**config.mk**
```make
export PLATFORM = sky130hd
export DESIGN_NAME = sin_dds_gen
export DESIGN_NICKNAME = d
export VERILOG_FILES = /design/src/rtl/sin_dds_gen.sv
export SDC_FILE = /design/constraint.sdc
export NUM_CORES = 1
export LEC_CHECK = 0
export CORE_MARGIN = 1.5
export CORE_UTILIZATION = 38
export CTS_CLUSTER_DIAMETER = 60
export DETAILED_ROUTE_END_ITERATION = 10
export PLACE_DENSITY = 0.58
export REMOVE_ABC_BUFFERS = 1
export SLEW_MARGIN = 20
export SYNTH_ARGS = -nofsm -noshare
export SYNTH_HDL_FRONTEND = slang
export SYNTH_SLANG_ARGS = --single-unit
```
**constraint.sdc**
```tcl
create_clock -name clkin -period 6.9 [get_ports clkin]
set_input_delay 1.035 -clock clkin [delete_from_list [all_inputs] [get_ports clkin]]
set_output_delay 1.035 -clock clkin [all_outputs]
set_load 0.05 [all_outputs]
```
**src/rtl/sin_dds_gen.sv**
```systemverilog
// rtl/sin_dds_gen.sv - phase-accumulator sine source with quarter-wave ROM
// Three-stage pipeline (phase/decode, ROM read, sign apply); hsync/vsync travel with the samples.
module sin_dds_gen #(
  parameter int OUT_W   = 12,
  parameter int PHASE_W = 16,
  parameter int LUT_AW  = 6
) (
  input  logic               clkin,
  input  logic               rst,
  input  logic               en,
  input  logic [PHASE_W-1:0] phase_inc,
  input  logic               inc_load,
  input  logic [PHASE_W-1:0] phase_off,
  output logic [OUT_W-1:0]   sin_x,
  output logic               valid,
  output logic               hsync,
  output logic               vsync
);
  localparam int TW    = LUT_AW + 2;
  localparam int SH    = PHASE_W - TW;
  localparam int DEPTH = 1 << LUT_AW;

  // Half-step sample points keep the table symmetric and clear of the negative full-scale code.
  function automatic logic [OUT_W-1:0] lut_entry(input int i);
    real peak;
    real ang;
    peak = (2.0 ** (OUT_W - 1)) - 1.0;
    ang  = 1.5707963267948966 * (real'(i) + 0.5) / real'(DEPTH);
    return OUT_W'($rtoi(peak * $sin(ang) + 0.5));
  endfunction

  logic [OUT_W-1:0] rom [DEPTH];
  for (genvar g = 0; g < DEPTH; g++) begin : g_rom
    localparam logic [OUT_W-1:0] ENTRY = lut_entry(g);
    assign rom[g] = ENTRY;
  end

  logic [PHASE_W-1:0] acc_q, acc_d, inc_q;
  logic               wrap_q, wrap_d, first_q;
  logic               v1_q, hs1_q;
  logic [TW-1:0]      ph1_q, p_top_d;
  logic               v2_q, hs2_q, neg2_q;
  logic [OUT_W-1:0]   mag2_q;
  logic [OUT_W-1:0]   sin_x_q;
  logic               valid_q, hsync_q;
  logic [1:0]         quad;
  logic [LUT_AW-1:0]  addr, addr_m;

  assign {wrap_d, acc_d} = {1'b0, acc_q} + {1'b0, inc_q};

  // Only quadrant and address bits are kept; the truncated low half contributes just its carry.
  if (SH > 0) begin : g_carry
    logic lo_carry;
    assign lo_carry = acc_q[SH-1:0] > ~phase_off[SH-1:0];
    assign p_top_d  = acc_q[PHASE_W-1:SH] + phase_off[PHASE_W-1:SH] + TW'(lo_carry);
  end else begin : g_nocarry
    assign p_top_d = acc_q + phase_off;
  end

  assign quad   = ph1_q[TW-1:TW-2];
  assign addr   = ph1_q[LUT_AW-1:0];
  assign addr_m = quad[0] ? ~addr : addr;

  always_ff @(posedge clkin) begin
    if (rst) begin
      acc_q   <= '0;
      inc_q   <= '0;
      wrap_q  <= 1'b0;
      first_q <= 1'b1;
      v1_q    <= 1'b0;
      hs1_q   <= 1'b0;
      ph1_q   <= '0;
      v2_q    <= 1'b0;
      hs2_q   <= 1'b0;
      neg2_q  <= 1'b0;
      mag2_q  <= '0;
      sin_x_q <= '0;
      valid_q <= 1'b0;
      hsync_q <= 1'b0;
    end else begin
      if (inc_load) inc_q <= phase_inc;
      if (en) begin
        acc_q   <= acc_d;
        wrap_q  <= wrap_d;
        first_q <= 1'b0;
        ph1_q   <= p_top_d;
        hs1_q   <= first_q | wrap_q;
      end
      v1_q    <= en;
      v2_q    <= v1_q;
      hs2_q   <= hs1_q;
      neg2_q  <= quad[1];
      mag2_q  <= rom[addr_m];
      valid_q <= v2_q;
      hsync_q <= v2_q & hs2_q;
      if (v2_q) sin_x_q <= neg2_q ? -mag2_q : mag2_q;
    end
  end

  assign sin_x = sin_x_q;
  assign valid = valid_q;
  assign hsync = hsync_q;
  assign vsync = ~(v1_q | v2_q | valid_q);

endmodule

```
==> results.txt, run 1 <==
----------------------------------------------------
[Timing]
  Setup slack after layout ... 2.92 ns
  Pins Over Slew Limit ... 0
  Setup repair after global routing missed its margin ... no
  Count of endpoints failing setup in the final report ... 0
  Post-Route Setup TNS ... 0 ns
  Worst Max-Slew Pin Slew ... 1.02 ns
  Slew margin rel. ... 31.6%
  Fin. Hold Viols ... 0
  Tmin final ... 3.98 ns
  Fraction of the cycle the final worst path needs ... 57.6%
  Achievable frequency ... 251 MHz
  Largest clock skew in the final design ... 0.00933 ns

[Synthesis]
  Post-synthesis instance area ... 5500 um2
  Yosys warns ... 0
  Number of standard cells after synthesis ... 702
  Post-synthesis cell type count ... 70
  Primary FF master, synth ... sky130_fd_sc_hd__dfxtp_1
  Number of flops mapped to enable cells by yosys ... 0
  Avg Inst Size Synth ... 7.84 um2
  Sequential fraction of the synthesis area ... 26.2%
  Flip-flop and latch count after synthesis ... 72
  Synth async-reset ratio ... 0%

[Critical path]
  Kind of capture point of the worst setup path ... register
  Arrival time at the worst endpoint ... 4.19 ns
  Kind of critical path ... in -> reg
  Biggest cell delay along the critical path ... 0.43 ns
  Crit path required time ... 7.11 ns
  Element type at the critical path start ... primary input
  Cell mode on critical path ... sky130_fd_sc_hd__a21o_1
  Slowest stage cell, crit path ... sky130_fd_sc_hd__fa_1
  CP cell instances ... clkdlybuf4s50_1 -> ha_1 -> a21o_1 -> a21o_1 -> a21oi_1 -> o21ai_0 -> o21a_1 -> fa_1 -> fa_1 -> a21o_1 -> a21oi_1 -> nor2b_1 -> o21ai_0 -> or4_1 -> nand3_1
  Maximum net fanout on the critical path ... 2

[Global routing]
  Global routing usage summed across all routing layers ... 20.3%
  Vias in the first global route ... 4,736
  Pin count of the biggest net entering global routing ... 50
  Antenna violations before repair ... 0
  Total grt overflow ... 0
  First-pass GRT wire length ... 24.5 mm

[CTS]
  Buffers inserted by post-CTS timing repair ... 0
  Maximum number of buffers from clock root to sink ... 2
  Cts bufs inserted ... 9
  Number of resized instances in the post-cts repair step ... 0
  CTS tree ... yes
  Number of H-tree branching levels ... 3
  Number of clock sinks ... 72
  Clk slew on worst S/H paths ... 0.06 ns
  Hold buffer count at cts ... 0
  CTS root buffer ... sky130_fd_sc_hd__clkbuf_16
  Clock latency of the later-clocked register in the worst-skew pair ... 0.33 ns

[Hold path]
  Class of the most critical hold timing path ... reg -> reg

[Drt]
  Number of nets with antenna violations after routing ... 0
  Routed wire length ... 15.1 mm
  DRC ... 0
  Initial DRC count ... 561
  Detailed-routing iteration count for the pre-antenna-repair pass ... 5
  Drt wl/cell ... 16.7 um
  Count of vias placed by the detailed router ... 5,289
  Routed vias/inst ... 5.85

[Pwr]
  Leakage ... 2.56 nW
  Worst IR drop on VDD ... 0.133 mV
  Areal power density over the cells ... 250 nW/um2

[Cells and area]
  Final cell count without fillers ... 904
  Ratio of cells with drive above 1 in the final layout ... 5.25%
  Fin area ... 6380 um2
  ANT cells ... 0
  Commonest cells after routing, fill and taps aside ... 96 x sky130_fd_sc_hd__nor2_1, 72 x sky130_fd_sc_hd__dfxtp_1, 56 x sky130_fd_sc_hd__a21oi_1
  Number of fill cells ... 1,371
  Area occupied by multi-input gates ... 3760 um2
  Post-layout utilization of the core ... 45.6%
  Register area ... 1440 um2
  Final net count ... 799
  Most frequent standard cell in the layout excluding fill and tap cells ... sky130_fd_sc_hd__nor2_1
  Relative area change from synthesis to final layout ... 16.0%

[Outcome]
  Outcome ... finished clean

[Placed design]
  Placer's final routability congestion estimate ... 0.958
  Placed Area ... 6060 um2
  IO buf count ... 50
  Placed cell count ... 888
  Placement-stage worst setup slack ... 2.60 ns
  Half-perimeter wire length after detailed placement ... 10.9 mm

[Floorplan]
  Initial Util ... 39.3%
  Die outline height ... 123 um
  Area enclosed by the die boundary ... 15,200 um2
  Row count ... 43
  Horizontal die dimension ... 123 um
  Area of the core region ... 14,000 um2
  I/O pin count ... 51

[Flow run]
  Number of max-cap violations ... 0

----------------------------------------------------
[sequential cells by signal, indices dropped and copies added (netlist names)]
| signal | count |
|---|---|
| hs1_q | 1 |
| mag2_q | 11 |
| hsync | 1 |
| neg2_q | 1 |
| sin_x | 12 |
| v1_q | 1 |
| v2_q | 1 |
| wrap_q | 1 |
| first_q | 1 |
| ph1_q | 8 |
| valid | 1 |
| hs2_q | 1 |
| acc_q | 16 |
| inc_q | 16 |
[cell families after synthesis]
| kind of cell | synth area share (%) |
|---|---|
| flip-flops | 26.2 |
| XOR/XNOR | 5.05 |
| AND/OR/NAND/NOR | 18.8 |
| buffers and inverters | 5.46 |
| multiplexers | 8.09 |
| adder cells (fa/ha/maj) | 10.4 |
| AO/OA/AOI/OAI | 26.0 |
[final cells by class]
class	instances	share of cell area [%]
inverters	21	1.23
flip-flops and latches	72	22.6
well taps	180	3.53
multi-input cells	557	58.9
clock inverters	6	1.47
clock buffers	10	3.59
repair buffers	58	8.70
[Yosys cell counts, types with 12 or more instances]
library cell	instances	area share, %
sky130_fd_sc_hd__buf_2	12	1.1
sky130_fd_sc_hd__mux2i_1	34	6.2
sky130_fd_sc_hd__xnor2_1	15	2.4
sky130_fd_sc_hd__nor2b_1	18	2.0
sky130_fd_sc_hd__nand2_1	41	2.8
sky130_fd_sc_hd__xor2_1	13	2.1
sky130_fd_sc_hd__dfxtp_1	72	26
sky130_fd_sc_hd__a21o_1	12	1.6
sky130_fd_sc_hd__ha_1	41	9.3
sky130_fd_sc_hd__a21oi_1	56	5.1
sky130_fd_sc_hd__nor3_1	21	1.9
sky130_fd_sc_hd__o21ai_0	44	4.0
sky130_fd_sc_hd__a211oi_1	20	2.7
sky130_fd_sc_hd__nand3_1	12	1.1
sky130_fd_sc_hd__nor2_1	96	6.5
sky130_fd_sc_hd__clkbuf_1	29	2.0
sky130_fd_sc_hd__inv_1	19	1.3
[per-layer routing]
| metal | track usage [%] | vias to the layer above | part of all wire, % |
|---|---|---|---|
| met5 | 0 | - | 0 |
| met3 | 4.57 | 26 | 6.5 |
| met4 | 5.89 | 0 | 1.8 |
| li1 | - | 2591 | - |
| met2 | 32.3 | 201 | 45 |
| met1 | 27.6 | 2471 | 46 |
[critical path, delay by kind of cell]
family          cells  cell delay (ns)
fa+ha+maj           3             1.15
compound gates      8             1.31
simple gates        3             0.29
buf+inv             1             0.41
[metrics by stage]
stage / hold slack (ns) / power, W
floorplan: 0.406 / 0.000911
global placement: 0.412 / 0.00109
detailed placement: 0.416 / 0.00109
CTS: 0.430 / 0.00160
global route: 0.438 / 0.00169
finish: 0.429 / 0.00160
[final timing paths]
kind                                   start        end  slack (ns)  cells past startpoint
worst min-delay path                   hs2_q      hsync        0.43                      1
worst max-delay path            phase_off[5]   ph1_q[6]        2.92                     15
worst max register to register      ph1_q[6]  mag2_q[0]        3.03                     11
worst min register to register         hs2_q      hsync        0.43                      1
[power by group]
group | internal [W] | leakage, nW | switching [W]
clock | 0.000318 | 0.153 | 0.000180
sequential | 0.000458 | 0.593 | 0.0000412
combinational | 0.000232 | 1.82 | 0.000367
Power figures use the tool's default switching activity.
==> run 2, diff against run 1 <==
Clock period 6.9 ns to 3.8 ns, I/O delays scaled along.
==> results.txt, run 2 (synthesis results as in run 1) <==
----------------------------------------------------
[Floorplan]
  Row count ... 43 (unchanged)
  Horizontal die dimension ... 123 um (unchanged)
  Area enclosed by the die boundary ... 15,200 um2 (unchanged)
  I/O pin count ... 51 (unchanged)
  Initial Util ... 39.3% (unchanged)
  Die outline height ... 123 um (unchanged)
  Area of the core region ... 14,000 um2 (unchanged)

[Timing]
  Fraction of the cycle the final worst path needs ... 91.5%
  Achievable frequency ... 288 MHz
  Largest clock skew in the final design ... 0.00565 ns (-0.00368 ns)
  Setup repair after global routing missed its margin ... no
  Slew margin rel. ... 32.9% (+1.3 points)
  Count of endpoints failing setup in the final report ... 0 (unchanged)
  Setup slack after layout ... 0.324 ns (-2.60 ns)
  Pins Over Slew Limit ... 0 (unchanged)
  Tmin final ... 3.48 ns
  Fin. Hold Viols ... 0 (unchanged)
  Worst Max-Slew Pin Slew ... 1.00 ns (-0.0152 ns)

[Drt]
  Routed vias/inst ... 5.83 (-0.28%)
  Count of vias placed by the detailed router ... 5,309 (+0.38%)
  Initial DRC count ... 581 (+3.6%)
  Drt wl/cell ... 16.8 um (+0.63%)
  Detailed-routing iteration count for the pre-antenna-repair pass ... 5 (unchanged)
  Number of nets with antenna violations after routing ... 0 (unchanged)
  Routed wire length ... 15.3 mm (+1.3%)
  DRC ... 0 (unchanged)

[Placed design]
  Placer's final routability congestion estimate ... 0.947 (-1.1%)
  Half-perimeter wire length after detailed placement ... 11.3 mm (+3.9%)
  Placement-stage worst setup slack ... -0.0491 ns (-2.65 ns)
  IO buf count ... 50 (unchanged)

[CTS]
  Cts bufs inserted ... 9 (unchanged)
  Hold buffer count at cts ... 0 (unchanged)
  Number of clock sinks ... 72 (unchanged)
  Clock latency of the later-clocked register in the worst-skew pair ... 0.34 ns (about the same)
  CTS root buffer ... sky130_fd_sc_hd__clkbuf_16
  CTS tree ... yes
  Buffers inserted by post-CTS timing repair ... 0 (unchanged)
  Clk slew on worst S/H paths ... 0.06 ns (about the same)
  Maximum number of buffers from clock root to sink ... 2 (unchanged)
  Number of resized instances in the post-cts repair step ... 0 (unchanged)
  Number of H-tree branching levels ... 3 (unchanged)

[Pwr]
  Areal power density over the cells ... 433 nW/um2 (+73%)
  Worst IR drop on VDD ... 0.252 mV (+89%)
  Final Power ... 0.00276 W (+73%)
  Leakage ... 2.57 nW (+0.27%)

[Cells and area]
  ANT cells ... 0 (unchanged)
  Final net count ... 806 (+0.88%)
  Relative area change from synthesis to final layout ... 15.9% (about the same)
  Commonest cells after routing, fill and taps aside ... 96 x sky130_fd_sc_hd__nor2_1, 71 x sky130_fd_sc_hd__dfxtp_1, 56 x sky130_fd_sc_hd__a21oi_1
  Most frequent standard cell in the layout excluding fill and tap cells ... sky130_fd_sc_hd__nor2_1
  Ratio of cells with drive above 1 in the final layout ... 6.30% (+1.1 points)

[Critical path]
  Crit path required time ... 4.02 ns (-3.09 ns)
  Kind of critical path ... in -> reg
  Maximum net fanout on the critical path ... 2 (unchanged)
  Biggest cell delay along the critical path ... 0.44 ns (about the same)
  Slowest stage cell, crit path ... sky130_fd_sc_hd__fa_1
  Kind of capture point of the worst setup path ... register
  Arrival time at the worst endpoint ... 3.70 ns (-0.49 ns)
  CP cell instances ... clkdlybuf4s50_1 -> ha_1 -> nor2b_1 -> o21ai_0 -> nand2b_1 -> a21oi_1 -> o21ai_0 -> o21a_1 -> fa_1 -> fa_1 -> a21o_1 -> a21oi_1 -> nor2b_1 -> o21ai_1 -> or4_1 -> nand3_1
  Element type at the critical path start ... primary input

[Outcome]
  Outcome ... finished clean

[Global routing]
  Vias in the first global route ... 4,966 (+4.9%)
  Global routing usage summed across all routing layers ... 20.9% (+0.59 points)
  Antenna violations before repair ... 0 (unchanged)
  First-pass GRT wire length ... 25.2 mm (+2.9%)
  Total grt overflow ... 0 (unchanged)
  Pin count of the biggest net entering global routing ... 51 (+2.0%)

[Hold path]
  Class of the most critical hold timing path ... reg -> reg

[Flow run]
  Number of max-cap violations ... 0 (unchanged)

----------------------------------------------------
[run 2: cell types whose count changed in the layout (fill, tap and decap cells not counted), moves of 2 or more]
cell and change:
sky130_fd_sc_hd__clkinv_4 -3, sky130_fd_sc_hd__clkinv_2 +3, sky130_fd_sc_hd__bufinv_16 -2, sky130_fd_sc_hd__buf_4 +7, sky130_fd_sc_hd__clkinvlp_4 +2
[run 2: path summary, 6_finish.rpt]
| check | startpoint | cells past startpoint | end | slack [ns] |
|---|---|---|---|---|
| max reg2reg | ph1_q[1] | 10 | mag2_q[0] | 0.44 |
| max | phase_off[1] | 16 | ph1_q[6] | 0.32 |
| min reg2reg | hs2_q | 1 | hsync | 0.43 |
| min | hs2_q | 1 | hsync | 0.43 |
[run 2: area by class of cell]
type | count | area [um2]
clock buffers | 9 | 225
clock inverters | 6 | 37.5
fillers | 1424 | 7610
inverters | 21 | 78.8
multi-input cells | 557 | 3760
flip-flops and latches | 72 | 1440
well taps | 180 | 225
repair buffers | 65 | 608
[run 2: per-stage QoR]
stage               utilization [%]  setup TNS, ns  instance area, um2  instances  hold WS (ns)
floorplan                         -              0                5280        650         0.406
global placement               43.7              0                6110        895         0.413
detailed placement             43.7        -0.0491                6110        895         0.412
CTS                            45.6              0                6380        910         0.425
global route                   45.6              0                6380        910         0.448
finish                         45.6              0                6380        910         0.427
[run 2: metal layers]
| layer | track usage, % | vias up | part of all wire (%) |
|---|---|---|---|
| li1 | - | 2599 | - |
| met1 | 28.0 | 2493 | 47 |
| met2 | 33.5 | 191 | 45 |
| met4 | 6.61 | 0 | 2.0 |
| met3 | 4.75 | 26 | 6.4 |
| met5 | 0 | - | 0 |
[run 2: worst max-delay path: cells and delay by family]
family	cells	cell delay, ns
AOI/OAI and AO/OA	7	1.08
and+or+nand+nor	5	0.45
adders and majority gates	3	1.17
buffers and inverters	1	0.41
[run 2: power by group]
part	total, W	switching, W	internal [W]
Combinational	0.00109	0.000650	0.000436
Clock	0.000752	0.000318	0.000433
Sequential	0.000924	0.0000926	0.000832
